--- config.mk ---
export PLATFORM = sky130hd
export DESIGN_NAME = dsi_byte_repacker
export DESIGN_NICKNAME = d
export VERILOG_FILES = /design/src/rtl/dsi_byte_repacker.sv
export SDC_FILE = /design/constraint.sdc
export NUM_CORES = 1
export LEC_CHECK = 0
export CAP_MARGIN = 30
export CELL_PAD_IN_SITES_DETAIL_PLACEMENT = 2
export CELL_PAD_IN_SITES_GLOBAL_PLACEMENT = 2
export CORE_AREA = 3 3 99 196
export DETAILED_ROUTE_END_ITERATION = 8
export DIE_AREA = 0 0 102 199
export DONT_BUFFER_PORTS = 1
export PLACE_DENSITY = 0.77
export SETUP_SLACK_MARGIN = 0.02
export SLEW_MARGIN = 10
export SYNTH_ARGS = -nofsm -noshare
export SYNTH_HDL_FRONTEND = slang
export SYNTH_SLANG_ARGS = --single-unit
--- constraint.sdc ---
create_clock -name clk -period 5.2 [get_ports clk]
set_clock_uncertainty 0.05 [all_clocks]
set_input_delay 1.56 -clock clk [delete_from_list [all_inputs] [get_ports clk]]
set_output_delay 1.56 -clock clk [all_outputs]
set_load 0.05 [all_outputs]
--- src/rtl/dsi_byte_repacker.sv ---
// Byte repacker for the DSI datapath: merges ragged input beats into
// densely packed output words with packet framing and a final flush.
module dsi_byte_repacker #(
    parameter int IN_BYTES  = 4,
    parameter int OUT_BYTES = 4,
    parameter int CNT_W     = 16
) (
    input  logic                             clk,
    input  logic                             reset,
    input  logic                             in_valid,
    output logic                             in_ready,
    input  logic [8*IN_BYTES-1:0]            in_data,
    input  logic [$clog2(IN_BYTES+1)-1:0]    in_bytes,
    input  logic                             in_last,
    output logic                             out_valid,
    input  logic                             out_ready,
    output logic [8*OUT_BYTES-1:0]           out_data,
    output logic [$clog2(OUT_BYTES+1)-1:0]   out_bytes,
    output logic                             out_last,
    output logic                             err_len,
    output logic [CNT_W-1:0]                 words_out
);

    localparam int ACC = IN_BYTES + OUT_BYTES;
    localparam int IBW = $clog2(IN_BYTES + 1);
    localparam int OBW = $clog2(OUT_BYTES + 1);
    localparam int FW  = $clog2(ACC + 1);

    typedef enum logic {
        ACCUM,
        FLUSH
    } state_t;

    state_t               state;
    state_t               state_n;
    logic [8*ACC-1:0]     acc;
    logic [8*ACC-1:0]     acc_n;
    logic [8*ACC-1:0]     ins;
    logic [8*IN_BYTES-1:0] in_masked;
    logic [FW-1:0]        fill;
    logic [FW-1:0]        fill_n;
    logic [FW-1:0]        base;
    logic [FW-1:0]        in_cnt;
    logic [FW-1:0]        pop;
    logic                 accept;
    logic                 fire;
    logic                 bad_len;

    // Pop is applied before the new beat lands, so the beat goes to lane fill-pop.
    always_comb begin
        accept  = in_valid && in_ready;
        fire    = out_valid && out_ready;
        bad_len = in_bytes > IBW'(IN_BYTES);
        in_cnt  = '0;
        if (accept) begin
            in_cnt = bad_len ? FW'(IN_BYTES) : FW'(in_bytes);
        end
        pop = fire ? FW'(out_bytes) : '0;
        for (int i = 0; i < IN_BYTES; i++) begin
            in_masked[8*i +: 8] = (FW'(i) < in_cnt) ? in_data[8*i +: 8] : 8'h00;
        end
        base   = fill - pop;
        ins    = {{(8*OUT_BYTES){1'b0}}, in_masked} << {base, 3'b000};
        acc_n  = (acc >> {pop, 3'b000}) | ins;
        fill_n = base + in_cnt;

        state_n = state;
        unique case (state)
            ACCUM: begin
                if (accept && in_last) begin
                    state_n = FLUSH;
                end
            end
            FLUSH: begin
                if (fill == '0 || (fire && fill <= FW'(OUT_BYTES))) begin
                    state_n = ACCUM;
                end
            end
            default: state_n = ACCUM;
        endcase
    end

    // Outputs are registered from the next-state view so they track fill exactly.
    always_ff @(posedge clk or posedge reset) begin
        if (reset) begin
            state     <= ACCUM;
            acc       <= '0;
            fill      <= '0;
            in_ready  <= 1'b0;
            out_valid <= 1'b0;
            out_data  <= '0;
            out_bytes <= '0;
            out_last  <= 1'b0;
            err_len   <= 1'b0;
            words_out <= '0;
        end else begin
            state     <= state_n;
            acc       <= acc_n;
            fill      <= fill_n;
            err_len   <= accept && bad_len;
            words_out <= words_out + CNT_W'(fire);
            out_data  <= acc_n[8*OUT_BYTES-1:0];
            if (state_n == ACCUM) begin
                in_ready  <= (fill_n <= FW'(OUT_BYTES));
                out_valid <= (fill_n >= FW'(OUT_BYTES));
                out_bytes <= OBW'(OUT_BYTES);
                out_last  <= 1'b0;
            end else begin
                in_ready  <= 1'b0;
                out_valid <= (fill_n != '0);
                out_bytes <= (fill_n < FW'(OUT_BYTES)) ? OBW'(fill_n)
                                                       : OBW'(OUT_BYTES);
                out_last  <= (fill_n != '0) && (fill_n <= FW'(OUT_BYTES));
            end
        end
    end

endmodule

# After elaboration in Yosys (flattened, before gate mapping)
# Cells that the tools add are included.
# totals
elab_cells,50
in_bits,40
ff_bits,124
output_inout_bits,55
# op_classes
add_sub_neg,3
muxes,15
n_reduce_logical,9
n_bitwise,2
shifts,2
n_lt_le_gt_ge,9
# ops
cell,n
64-bit bitwise OR,1
32-bit by 7-bit left shift with 64-bit output,1
64-bit by 6-bit >> shifter with 64-bit output,1
8-bit 2-to-1 mux,4
16-bit by 1-bit adder with 16-bit output,1
3-bit 2-to-1 mux,5
4-bit by 3-bit less-or-equal comparator with 1-bit output (second input constant),2
1-bit by 4-bit less-than comparator with 1-bit output (first input constant),2
2-bit by 4-bit less-than comparator with 1-bit output (first input constant),2
1-bit logical AND,6
1-bit 2-to-1 mux,5
4-bit adder,1
4-bit by 3-bit greater-or-equal comparator with 1-bit output (second input constant),1
4-bit zero test,1
4-bit by 3-bit less-than comparator with 1-bit output (second input constant),1
4-bit nonzero test,1
4-bit by 3-bit subtractor with 4-bit output,1
3-bit greater-than comparator (second input constant),1
1-bit case mux with 2 select lines,1
1-bit logical OR,1
1-bit inverter,1

# Logic depth before layout (Yosys ltp)
# logic_depth
depth_word,7
ltp_mapped,16

# Least setup slack after synthesis
# OpenSTA, ideal clock, no wires.
# synth_path
path_kind,input port to flip-flop
start,in out_ready
end,reg out_last
arrival_ns,4.646
stages,15
path_slack_ns,0.410
setup_ns,0.094
cell_sequence,nand3_1 > inv_1 > buf_2 > buf_2 > ha_1 > inv_1 > fa_1 > clkbuf_1 > inv_2 > clkbuf_1 > fa_1 > nand2_1 > xnor2_1 > a21oi_1 > a211oi_1
# synth_via
elab_chain_len,7
elab_cells_between_ends,12
cone_classes,2 x add/sub; 1 x order compare; 4 x mux; 5 x reduce/logical
# synth_lines
element,line,text
from (decl),16,"input logic out_ready,"
1-bit logical AND (*),52,fire = out_valid && out_ready;
3-bit 2-to-1 mux,58,pop = fire ? FW'(out_bytes) : '0;
4-bit by 3-bit subtractor with 4-bit output,62,base = fill - pop;
4-bit adder,65,fill_n = base + in_cnt;
4-bit by 3-bit less-or-equal comparator with 1-bit output or 4-bit nonzero test (tied branches),113,out_last <= (fill_n != '0) && (fill_n <= FW'(OUT_BYTES));
1-bit logical AND,113,
1-bit 2-to-1 mux (*),103,if (state_n == ACCUM) begin
to (signal assigned),113,
to (decl),19,"output logic out_last,"
# Every way passes the cells marked *; elsewhere a longest branch is shown, timed or not.

# Worst setup path after layout
# layout_path
start,in out_ready
end,reg out_bytes[1]
# layout_via
elab_chain_len,7
elab_cells_between_ends,11
cone_classes,2 x add/sub; 1 x order compare; 5 x mux; 3 x reduce/logical
# layout_lines
element,line,text
1-bit logical AND (*),52,
3-bit 2-to-1 mux,58,
4-bit by 3-bit subtractor with 4-bit output,62,
4-bit adder,65,
4-bit by 3-bit less-than comparator with 1-bit output,111,out_bytes <= (fill_n < FW'(OUT_BYTES)) ? OBW'(fill_n)
3-bit 2-to-1 mux,111,
3-bit 2-to-1 mux (*),103,
to (signal assigned),106,out_bytes <= OBW'(OUT_BYTES);
to (signal assigned),111,
to (decl),18,"output logic [$clog2(OUT_BYTES+1)-1:0] out_bytes,"
# Marks and branches as above.

==> impl_metrics.yaml <==
outcome:
  status: "complete, no violations"
final_layout:
  drive_gt1_share_pct: 8.333
  stdcell_count: 900
  fillerInstances: 2036
  n_antenna_cell: 0
  area_growth_syn_to_layout_pct: 4.759
  finish.net_count: 728
  final_util_pct: 36.28
min_path:
  hold_path.class: "reg2reg"
  hp-start: "acc[63]"
  hold_depth: 1
  min_to: "acc[31]"
timing:
  hold_slack_ns: 0.5691
  slew_headroom_pct: 38.60
  setup_violations: 0
  fmax_mhz: 262.4
  layout_min_cycle_time_ns: 3.811
  report.final.slew_viol_count: 0
  fin_crit_sh_pct: 73.28
  fin_tns_setup_ns: 0
  hold_viol: 0
  rsz0062_at_grt: "no"
  worst_pin_slew_ns: 0.9170
pwr:
  power.density_mw_per_mm2: 731.6
  p_leak_nw: 2.803
  ir_drop_mv: 0.4606
  finalPower_mw: 4.836
floorplan:
  die_w_um: 102
  die_h_um: 199
  ios: 95
  fp.dieArea_mm2: 0.02030
  start_util_pct: 34.64
  core_mm2: 0.01822
  row_count: 70
synth:
  synthAdderAreaFrac_pct: 2.023
  synth_area_leaders: "dfrtp_1 36%, nand2_1 7.2%, mux2i_1 5.1%, buf_4 3.8%, nand3_1 3.3%"
  synth-compound-area-share_pct: 26.59
  yosysTopAreaCellShare_pct: 36.49
  synth_top_family_by_area: "compound AO/OA/AOI/OAI gates"
  yosysSeqAreaShare_pct: 36.49
  syn_nets: 777
  synth_common_cells: "121 x nand2_1, 92 x dfrtp_1, 45 x nor2_1, 42 x nand3_1, 37 x a21oi_1"
  synth.avg_cell_area_um2: 8.667
  async_flop_share_pct: 100.0
  synth_cells: 728
  yosys_warnings: 0
  synth_xor_area_share_pct: 3.173
  yosys.area.top_type: "dfrtp_1"
  synth-simple-area-share_pct: 17.93
  synth_edf_count: 0
  synthMuxAreaShare_pct: 5.294
  yosysUniqueCellTypes: 54
  yosysMostFrequentCell: "nand2_1"
  ys_dominant_reg_cell: "dfrtp_1"
  syn_area_mm2: 0.006310
  ys_ff_latch: 92
clock_network:
  cts_tree: "yes"
  cts_max_path_buffers: 2
  cts.sink_count: 92
  holdBufCountCts: 0
  clk_pin_slew_worst_paths_ns: 0.07
  cts-root-buf: "clkbuf_16"
  htreeDepth: 3
  cts_buffers: 9
  post_cts_buffers: 0
  clkLatencyLatePin_ns: 0.37
  cts-resized-gates: 0
grt:
  grt_max_degree: 62
  overflow: 0
  grt_pass1_wl_um: 41080
  grt_use_total_pct: 26.74
  grt_pass1_vias: 6877
  antenna_found_initial: 0
routing:
  ant_nets: 0
  drtPass1Iterations: 5
  wirelength_um: 26520
  via_per_inst: 6.673
  wl_per_cell_um: 29.47
  drc: 0
  route.vias.total: 6006
  drt_iter0_markers: 384
place:
  dp_cells: 884
  io_buffers: 0
  dpl.hpwl_um: 19970
  gp_congestion: 0.9330
worst_setup_path:
  cp_data_arrival_time_ns: 4.01
  crit_type: "in2reg"
  worstPathRequired_ns: 5.40
  path_depth: 11
  cp_top_family: "adder cells"
  cp_max_fo: 4
  rr_worst_depth: 12
  cp_slowest_cell: "fa_1"
  reg2reg_to: "out_bytes[1]"
  worst-r2r-setup-slack_ns: 1.62
  crit_buf_inv: 2
  slowest_delay_ns: 0.52
  crit_path_end_kind: "flip-flop"
  crit_chain: "nand3_2, inv_1, ha_1, inv_1, fa_1, ha_1, a21oi_1, xnor2_1, xnor2_1, a21oi_1, a2111oi_2"
  critPathLaunchType: "input pin"
  reg2reg_from: "out_bytes[0]"
job:
  maxCapViolations: 0
## metrics by stage
stage,setup slack [ns],instance area [um2]
2_1_floorplan,0.4104,6310
3_3_place_gp,1.215,6277
3_5_place_dp,1.050,6277
4_1_cts,1.430,6610
5_1_grt,1.133,6610
6_report,1.389,6610
## cell type report
cell class	count	area, um2	area share (%)
inverter	22	85.08	1.287
clock buffer	10	239.0	3.615
timing repair buffer	19	142.6	2.158
clock inverter	6	93.84	1.420
sequential	92	2303	34.85
multi-input combinational	535	3476	52.58
tap	216	270.3	4.089
## worst reg2reg max path, cell delays in order, from the launching register on
cell and delay [ns]:
dfrtp_2 0.36, buf_4 0.53, nand3_2 0.14, inv_1 0.13, ha_1 0.18, inv_1 0.06
fa_1 0.52, ha_1 0.35, a21oi_1 0.23, xnor2_1 0.17, xnor2_1 0.17, a21oi_1 0.18
a2111oi_2 0.40
## state kept, by name, summed over array words and instances (netlist names), 3 cells and up
signal     cells
out_bytes      3
fill           4
acc           64
words_out     16
## metal layers
layer / up-vias / GRT usage, % / share of wire, %
met2: 262 / 47.45 / 53
met1: 3071 / 28.28 / 35
met4: 0 / 14.06 / 5.2
met5: - / 0 / 0
li1: 2578 / - / -
met3: 95 / 6.950 / 6.6
## kinds of logic after synthesis
kind of cell | Yosys count
compound gates | 223
xor+xnor | 22
fa+ha+maj | 9
buf+inv | 101
flops | 92
mux | 33
simple gates | 248
## report_power, final
group	switching, mW	internal [mW]
registers	0.692	0.935
logic	1.68	0.773
clock network	0.315	0.439
total	2.69	2.15
## worst max path at each step
stage                     startpoint            to  slack, ns
final                      out_ready  out_bytes[1]       1.39
after global routing       out_ready  out_bytes[1]       1.13
after CTS                  out_ready  out_bytes[1]       1.43
after detailed placement   out_ready  out_bytes[1]       1.05
after global placement     out_ready  out_bytes[0]       1.22
after floorplan            out_ready      out_last       0.41
## placed cells by master, fill, tap and decap left out, types with 9 or more instances in the layout
cell / synthesis / routed
inv_1: 18 / 17
buf_4: 32 / 19
dfrtp_1: 92 / 91
xnor2_1: 16 / 16
clkbuf_16: 0 / 9
nor2_1: 45 / 45
nand3_1: 42 / 41
nand2_1: 121 / 121
a22oi_1: 24 / 24
a221o_1: 17 / 17
a22o_1: 16 / 16
o22ai_1: 32 / 32
a21oi_1: 37 / 37
mux2i_1: 32 / 32
a221oi_1: 16 / 16
a31oi_1: 16 / 16
(Power assumes the default switching activity.)
